===== src/rtl/apb_initiator.sv =====
// apb_initiator: turns a valid/ready command stream into APB3 SETUP/ACCESS transfers, one at a time
// Ports: clk_cpu/nreset (sync, active-low); cmd_* command stream in (cmd_ready = IDLE & nreset);
//        rsp_* response stream out (rdata 0 for writes/aborts, error = PSLVERR or timeout);
//        apb_P* APB3 requester signals, all registered.
// Optional: APB_INITIATOR_TIMEOUT_EN aborts an ACCESS phase after TIMEOUT_CYCLES wait cycles.
module apb_initiator #(
  parameter int ADDR_WIDTH     = 12,
  parameter int TIMEOUT_CYCLES = 1024
) (
  input  logic                  clk_cpu,
  input  logic                  nreset,
  input  logic                  cmd_valid,
  output logic                  cmd_ready,
  input  logic                  cmd_write,
  input  logic [ADDR_WIDTH-1:0] cmd_addr,
  input  logic [31:0]           cmd_wdata,
  output logic                  rsp_valid,
  input  logic                  rsp_ready,
  output logic [31:0]           rsp_rdata,
  output logic                  rsp_error,
  output logic [ADDR_WIDTH-1:0] apb_PADDR,
  output logic                  apb_PSEL,
  output logic                  apb_PENABLE,
  output logic                  apb_PWRITE,
  output logic [31:0]           apb_PWDATA,
  input  logic                  apb_PREADY,
  input  logic [31:0]           apb_PRDATA,
  input  logic                  apb_PSLVERR
);
  typedef enum logic [1:0] {IDLE, SETUP, ACCESS, RESP} state_t;
  state_t state_q, state_d;
  logic [ADDR_WIDTH-1:0] paddr_q, paddr_d;
  logic psel_q, psel_d, penable_q, penable_d, pwrite_q, pwrite_d;
  logic [31:0] pwdata_q, pwdata_d, rsp_rdata_q, rsp_rdata_d;
  logic rsp_valid_q, rsp_valid_d, rsp_error_q, rsp_error_d;
`ifdef APB_INITIATOR_TIMEOUT_EN
  localparam int CW = TIMEOUT_CYCLES > 1 ? $clog2(TIMEOUT_CYCLES) : 1;
  logic [CW-1:0] cnt_q, cnt_d;
`else
  logic unused_timeout;
  assign unused_timeout = |TIMEOUT_CYCLES;
`endif
  assign cmd_ready = (state_q == IDLE) & nreset;
  always_comb begin
    state_d     = state_q;
    paddr_d     = paddr_q;
    psel_d      = psel_q;
    penable_d   = penable_q;
    pwrite_d    = pwrite_q;
    pwdata_d    = pwdata_q;
    rsp_valid_d = rsp_valid_q;
    rsp_rdata_d = rsp_rdata_q;
    rsp_error_d = rsp_error_q;
`ifdef APB_INITIATOR_TIMEOUT_EN
    cnt_d       = cnt_q;
`endif
    case (state_q)
      IDLE: if (cmd_valid) begin
        paddr_d  = cmd_addr;
        pwrite_d = cmd_write;
        pwdata_d = cmd_wdata;
        psel_d   = 1'b1;
        state_d  = SETUP;
      end
      SETUP: begin
        penable_d = 1'b1;
        state_d   = ACCESS;
`ifdef APB_INITIATOR_TIMEOUT_EN
        cnt_d     = '0;
`endif
      end
      ACCESS: if (apb_PREADY) begin
        psel_d      = 1'b0;
        penable_d   = 1'b0;
        rsp_valid_d = 1'b1;
        rsp_rdata_d = pwrite_q ? 32'h0 : apb_PRDATA;
        rsp_error_d = apb_PSLVERR;
        state_d     = RESP;
      end
`ifdef APB_INITIATOR_TIMEOUT_EN
      else if (cnt_q == CW'(TIMEOUT_CYCLES - 1)) begin
        psel_d      = 1'b0;
        penable_d   = 1'b0;
        rsp_valid_d = 1'b1;
        rsp_rdata_d = 32'h0;
        rsp_error_d = 1'b1;
        state_d     = RESP;
      end else cnt_d = cnt_q + CW'(1);
`endif
      RESP: if (rsp_ready) begin
        rsp_valid_d = 1'b0;
        state_d     = IDLE;
      end
      default: state_d = IDLE;
    endcase
  end
  always_ff @(posedge clk_cpu) begin
    if (!nreset) begin
      state_q     <= IDLE;
      paddr_q     <= '0;
      psel_q      <= 1'b0;
      penable_q   <= 1'b0;
      pwrite_q    <= 1'b0;
      pwdata_q    <= 32'h0;
      rsp_valid_q <= 1'b0;
      rsp_rdata_q <= 32'h0;
      rsp_error_q <= 1'b0;
`ifdef APB_INITIATOR_TIMEOUT_EN
      cnt_q       <= '0;
`endif
    end else begin
      state_q     <= state_d;
      paddr_q     <= paddr_d;
      psel_q      <= psel_d;
      penable_q   <= penable_d;
      pwrite_q    <= pwrite_d;
      pwdata_q    <= pwdata_d;
      rsp_valid_q <= rsp_valid_d;
      rsp_rdata_q <= rsp_rdata_d;
      rsp_error_q <= rsp_error_d;
`ifdef APB_INITIATOR_TIMEOUT_EN
      cnt_q       <= cnt_d;
`endif
    end
  end
  assign apb_PADDR   = paddr_q;
  assign apb_PSEL    = psel_q;
  assign apb_PENABLE = penable_q;
  assign apb_PWRITE  = pwrite_q;
  assign apb_PWDATA  = pwdata_q;
  assign rsp_valid   = rsp_valid_q;
  assign rsp_rdata   = rsp_rdata_q;
  assign rsp_error   = rsp_error_q;
endmodule


===== config.mk =====
export PLATFORM = sky130hd
export DESIGN_NAME = apb_initiator
export DESIGN_NICKNAME = d
export VERILOG_FILES = /design/src/rtl/apb_initiator.sv
export SDC_FILE = /design/constraint.sdc
export NUM_CORES = 1
export LEC_CHECK = 0
export BUFFER_PORTS_ARGS = -buffer_cell sky130_fd_sc_hd__buf_2
export CAP_MARGIN = 20
export CORE_ASPECT_RATIO = 0.7
export CORE_MARGIN = 2
export CORE_UTILIZATION = 34
export CTS_BUF_LIST = sky130_fd_sc_hd__clkbuf_8
export CTS_CLUSTER_DIAMETER = 200
export DETAILED_ROUTE_END_ITERATION = 8
export MAX_ROUTING_LAYER = met4
export PLACE_DENSITY_LB_ADDON = 0.12
export RECOVER_POWER = 50
export SLEW_MARGIN = 20
export SYNTH_ARGS = -nofsm -noshare
export SYNTH_HDL_FRONTEND = slang
export SYNTH_SLANG_ARGS = --single-unit

===== constraint.sdc =====
create_clock -name clk_cpu -period 2.6 [get_ports clk_cpu]
set_input_delay 0.13 -clock clk_cpu [delete_from_list [all_inputs] [get_ports clk_cpu]]
set_output_delay 0.13 -clock clk_cpu [all_outputs]
set_load 0.02 [all_outputs]

# ---- Yosys cells after proc, flatten, opt, wreduce, memory -nomap -nowiden
# Index checks and enable logic that the tools add are counted.
dict set report op_classes {
  add_sub_neg 0
  mul 0
  div 0
  order_cmp 0
  eq_ne 6
  shifts 0
  mux 12
  bitwise 1
  n_reduce_logical 10
}
# cell count
set ops {}
lappend ops {{two-way mux 32 bit} 1}
lappend ops {{AND reduction 3 bit} 3}
lappend ops {{case mux 2 bit (4 select lines)} 1}
lappend ops {{two-way mux 2 bit} 3}
lappend ops {{!= test 2 bit (second input constant)} 3}
lappend ops {{case mux 1 bit (2 select lines)} 3}
lappend ops {{AND reduction 2 bit} 3}
lappend ops {{nonzero test 2 bit} 3}
lappend ops {{== test 2 bit (second input constant)} 2}
lappend ops {{two-way mux 1 bit} 4}
lappend ops {{== test 2 x 1 -> 1 bit (second input constant)} 1}
lappend ops {{logical NOT 2 bit} 1}
lappend ops {{AND 1 bit} 1}
dict set report totals {
  register_bits 83
  latch_bits 0
  ramBits 0
  mem_bits_ro 0
  input_bits 83
  out_inout_bits 82
  n_memories 0
}

# ---- Depth between registers and ports, before layout
dict set report depth {
  depth_word 3
  depth_mapped 7
}

# ---- Worst setup path before layout
# Ideal clock, no wire load.
dict set report synth_timing {
  path_kind {flip-flop to flip-flop}
  from {register state_q[0]}
  to {register psel_q (netlist: apb_PSEL)}
  setup_ps 88
  arrival_time_ps 1301
  setup_slack_ps 1211
  stages_incl_launch_ff 7
  path_cell_list {dfxtp_1 inv_1 ha_1 and2_4 buf_8 and3_4 nor4_2}
}
dict set report synth_between {
  elab_chain_cells 3
  elab_cells_between_ends 7
  classes_between {eq/ne: 3; mux: 1; reduce/logical: 3}
}
# element line
set synth_rtl {}
lappend synth_rtl {{start: declaration} 31} ;# state_t state_q, state_d;
lappend synth_rtl {{start signal: assignment} 112} ;# state_q <= state_d;
lappend synth_rtl {{== test 2 bit or logical NOT 2 bit (tied branches)} 57} ;# case (state_q)
lappend synth_rtl {{!= test 2 bit (no source line) or nonzero test 2 bit (tied branches)} -}
lappend synth_rtl {{AND reduction 3 bit (no source line)} -}
lappend synth_rtl {{end signal: assignment} 114} ;# psel_q <= psel_d;
lappend synth_rtl {{end: declaration} 33} ;# logic psel_q, psel_d, penable_q, penable_d, pwrite_q, pwrite_d;
# Several ways; a longest one is shown, not always the timed one.
# A chain may end at the register's enable or synchronous reset.

# ---- Final worst setup path
dict set report layout_timing {
  from {register state_q[0]}
  to {register rsp_rdata_q[26] (netlist: rsp_rdata[26])}
}
dict set report layout_between {
  elab_chain_cells 2
}
# element line
set layout_rtl {}
lappend layout_rtl {{== test 2 bit} 57}
lappend layout_rtl {{AND reduction 2 bit (no source line)} -}
lappend layout_rtl {{end signal: assignment} 119} ;# rsp_rdata_q <= rsp_rdata_d;
lappend layout_rtl {{end: declaration} 34} ;# logic [31:0] pwdata_q, pwdata_d, rsp_rdata_q, rsp_rdata_d;
# Every way passes these cells.

==> metrics.csv <==
stage,metric,value,unit
critical_path,path_buf_inv,2,
critical_path,endpoint_kind,flip-flop,
route,post_drt_wl_per_cell,13.4,um
critical_path,reg2reg_slack,0.73,ns
clock_network,cts_hold_buf,36,
sta,hold_viol,0,
global_route,grt.total_usage,18.2,%
yosys,synth_warnings,0,
sta,fin_crit,1.87,ns
clock_network,clock-root-buffer,clkbuf_8,
layout,fill_cells,975,
floorplanning,die_h,86.2,um
critical_path,reg2regPathDepth,5,
layout,multi_input_area,0.00140,mm^2
clock_network,cts_buffer_depth,2,
sta,fin_skew,0.00871,ns
clock_network,cts_buffers,9,
clock_network,cts.repair.resized,0,
sta,tightest_slew,0.924,ns
floorplanning,start_util,35.6,%
floorplanning,dieWidth,121,um
worst_hold_path,min_to,apb_PWDATA[28],
placement,place_inst,647,
worst_hold_path,hp-class,primary input to flip-flop,
yosys,synth_area,0.00328,mm^2
yosys,syn_nets,475,
yosys,syn_inst,386,
critical_path,cp_top_family,adder cells,
yosys,synth.avg_cell_area,8.50,um^2
critical_path,r2r_end,rsp_rdata[26],
route,vias_per_cell,4.74,
global_route,grt_pass1_wl,14800,um
sta,rsz0062_at_grt,false,
sta,fin_setup_tns,0,ns
route,wl,9380,um
floorplanning,num_rows,29,
sta,drv_slew,0,
critical_path,reg2reg_from,state_q[0],
critical_path,crit_fanout,21,
placement,gp_congestion,0.737,
critical_path,arrival,2.14,ns
critical_path,start_kind,flip-flop,
clock_network,clk_latency,0.35,ns
yosys,seq_area_frac_synth,50.6,%
yosys,synthFlopType,dfxtp_1,
critical_path,slowest_delay,0.59,ns
yosys,synth_edf_count,0,
route,drc,0,
yosys,synth_top_area_share,50.6,%
route,dr.pass1.iters,4,
clock_network,htree_levels,3,
sta,setup_viol,0,
clock_network,cts_tree,done,
route,dr_total_vias,3315,
sta,fmax,0.535,GHz
yosys,postSynthRegisterBits,83,
sta,hold_ws,0.0206,ns
critical_path,cp.required,2.87,ns
route,detail-route-antenna-nets,0,
floorplanning,dieArea,0.0105,mm^2
worst_hold_path,whs_path_depth,3,
global_route,grt_max_degree,47,
layout,layout.nets,660,
run,maxCapViolations,0,
floorplanning,io-pin-count,165,
placement,dp_hpwl,6050,um
route,drt_iter0_drc,110,
power_and_ir_drop,leakage,1.76,nW
layout,final_util,49.5,%
layout,drive_gt1_share,19.8,%
worst_hold_path,hp-start,cmd_wdata[28],
critical_path,cp_slowest_cell,ha_1,
yosys,synthArstFlopShare,0,%
global_route,grt_overflow,0,
clock_network,post-cts-setup-buffer-count,0,
power_and_ir_drop,pwr_density_cell,856,mW/mm^2
critical_path,critical_path_class,flip-flop to flip-flop,
yosys,synth_top_area_cell,dfxtp_1,
clock_network,clkTransAtPathRegs,0.09,ns
status,outcome,completed,
placement,portBuffers,164,
sta,slew_headroom,38.3,%
global_route,grt_pass1_vias,3167,
layout,areaGrowthSynthToFinish,39.1,%
sta,timing.final.crit_share,71.9,%
global_route,antenna_found_initial,0,
power_and_ir_drop,ir_drop,0.407,mV
layout,n_antenna_cell,0,
yosys,synth_cell_type_count,28,
layout,seq_area,0.00166,mm^2
critical_path,cp_cell_sequence,"inv_1, ha_1, buf_4, nand4b_1, a21oi_1",
layout,fin_cells,700,
floorplanning,core_area,0.00922,mm^2
clock_network,clock-sinks,83,
yosys,synth_area_leaders,"dfxtp_1 (51%), nand2_1 (15%), a21oi_1 (12%), nand4b_1 (8.5%), buf_8 (2.3%)",
metal layers:
layer  vias up  track usage [%]  wire [um]
li1       1659                -          -
met1      1550             21.6       4140
met2        94             30.0       4580
met3        12             5.33        552
met4         0             5.64        113
met5         -                -          0
placed cells by master (no fill, tap or decap), types with 5 or more instances in the layout:
master	count
clkbuf_1	80
nand4b_1	32
nand2_1	129
ha_1	6
a21oi_1	78
dlygate4sd3_1	37
clkbuf_8	10
dfxtp_1	83
inv_1	5
buf_2	84
power breakdown:
part | internal (mW) | total (mW) | switching, mW
Combinational | 0.460 | 1.36 | 0.903
Sequential | 1.49 | 1.63 | 0.142
Clock | 0.462 | 0.915 | 0.453
Total | 2.41 | 3.91 | 1.50
state kept, by name, summed over array words and instances (netlist names):
register	cells
apb_PWDATA	32
rsp_rdata	32
apb_PADDR	12
state_q	2
apb_PENABLE	1
apb_PSEL	1
apb_PWRITE	1
rsp_error	1
rsp_valid	1
layout make-up:
cell class	instances	area share, %
sequential	83	36.4
tap	124	3.40
timing repair buffer	205	24.8
multi-input combinational	267	30.7
clock buffer	10	3.02
clock inverter	6	1.23
inverter	5	0.411
stage by stage:
stage / cell area, um^2 / worst slack [ns] / power [mW]
after detailed placement: 4100 / 0.746 / 3.03
after global routing: 4560 / 0.576 / 4.18
after floorplan: 3280 / 1.21 / 2.68
after CTS: 4650 / 0.717 / 4.01
final: 4560 / 0.731 / 3.91
after global placement: 4100 / 0.869 / 3.00
cells in the mapped netlist, drive strengths merged, types with 2 or more instances:
master  instances
and2            2
dfxtp          83
inv             5
buf            21
nor2            2
ha              6
clkbuf         10
mux2i           2
a21oi          80
or2             2
nand2         130
nand4b         32
nand2b          2
nand3           2
kinds of logic after synthesis:
logic type / after synthesis / synth area share, %
simple gates: 174 / 26.0
compound gates: 84 / 13.4
flops: 83 / 50.6
buf+inv: 36 / 6.71
fa+ha+maj: 6 / 2.29
mux: 3 / 0.953
worst register-to-register path: cells and delay by family (launching register included):
kind	cells	cell delay, ns
adders and majority gates	1	0.59
buffers and inverters	2	0.51
DFF	1	0.35
AOI/OAI and AO/OA	1	0.18
and+or+nand+nor	1	0.15
worst max path at each step:
stage	start	endpoint	slack [ns]	cells past startpoint
after floorplan	state_q[0]	apb_PSEL	1.21	6
after global placement	state_q[0]	rsp_rdata[20]	0.87	5
final	state_q[0]	rsp_rdata[26]	0.73	5
after global routing	state_q[0]	rsp_rdata[26]	0.58	5
after CTS	state_q[0]	rsp_rdata[26]	0.72	5
after detailed placement	state_q[0]	rsp_rdata[26]	0.75	5
Power figures use the tool's default switching activity.
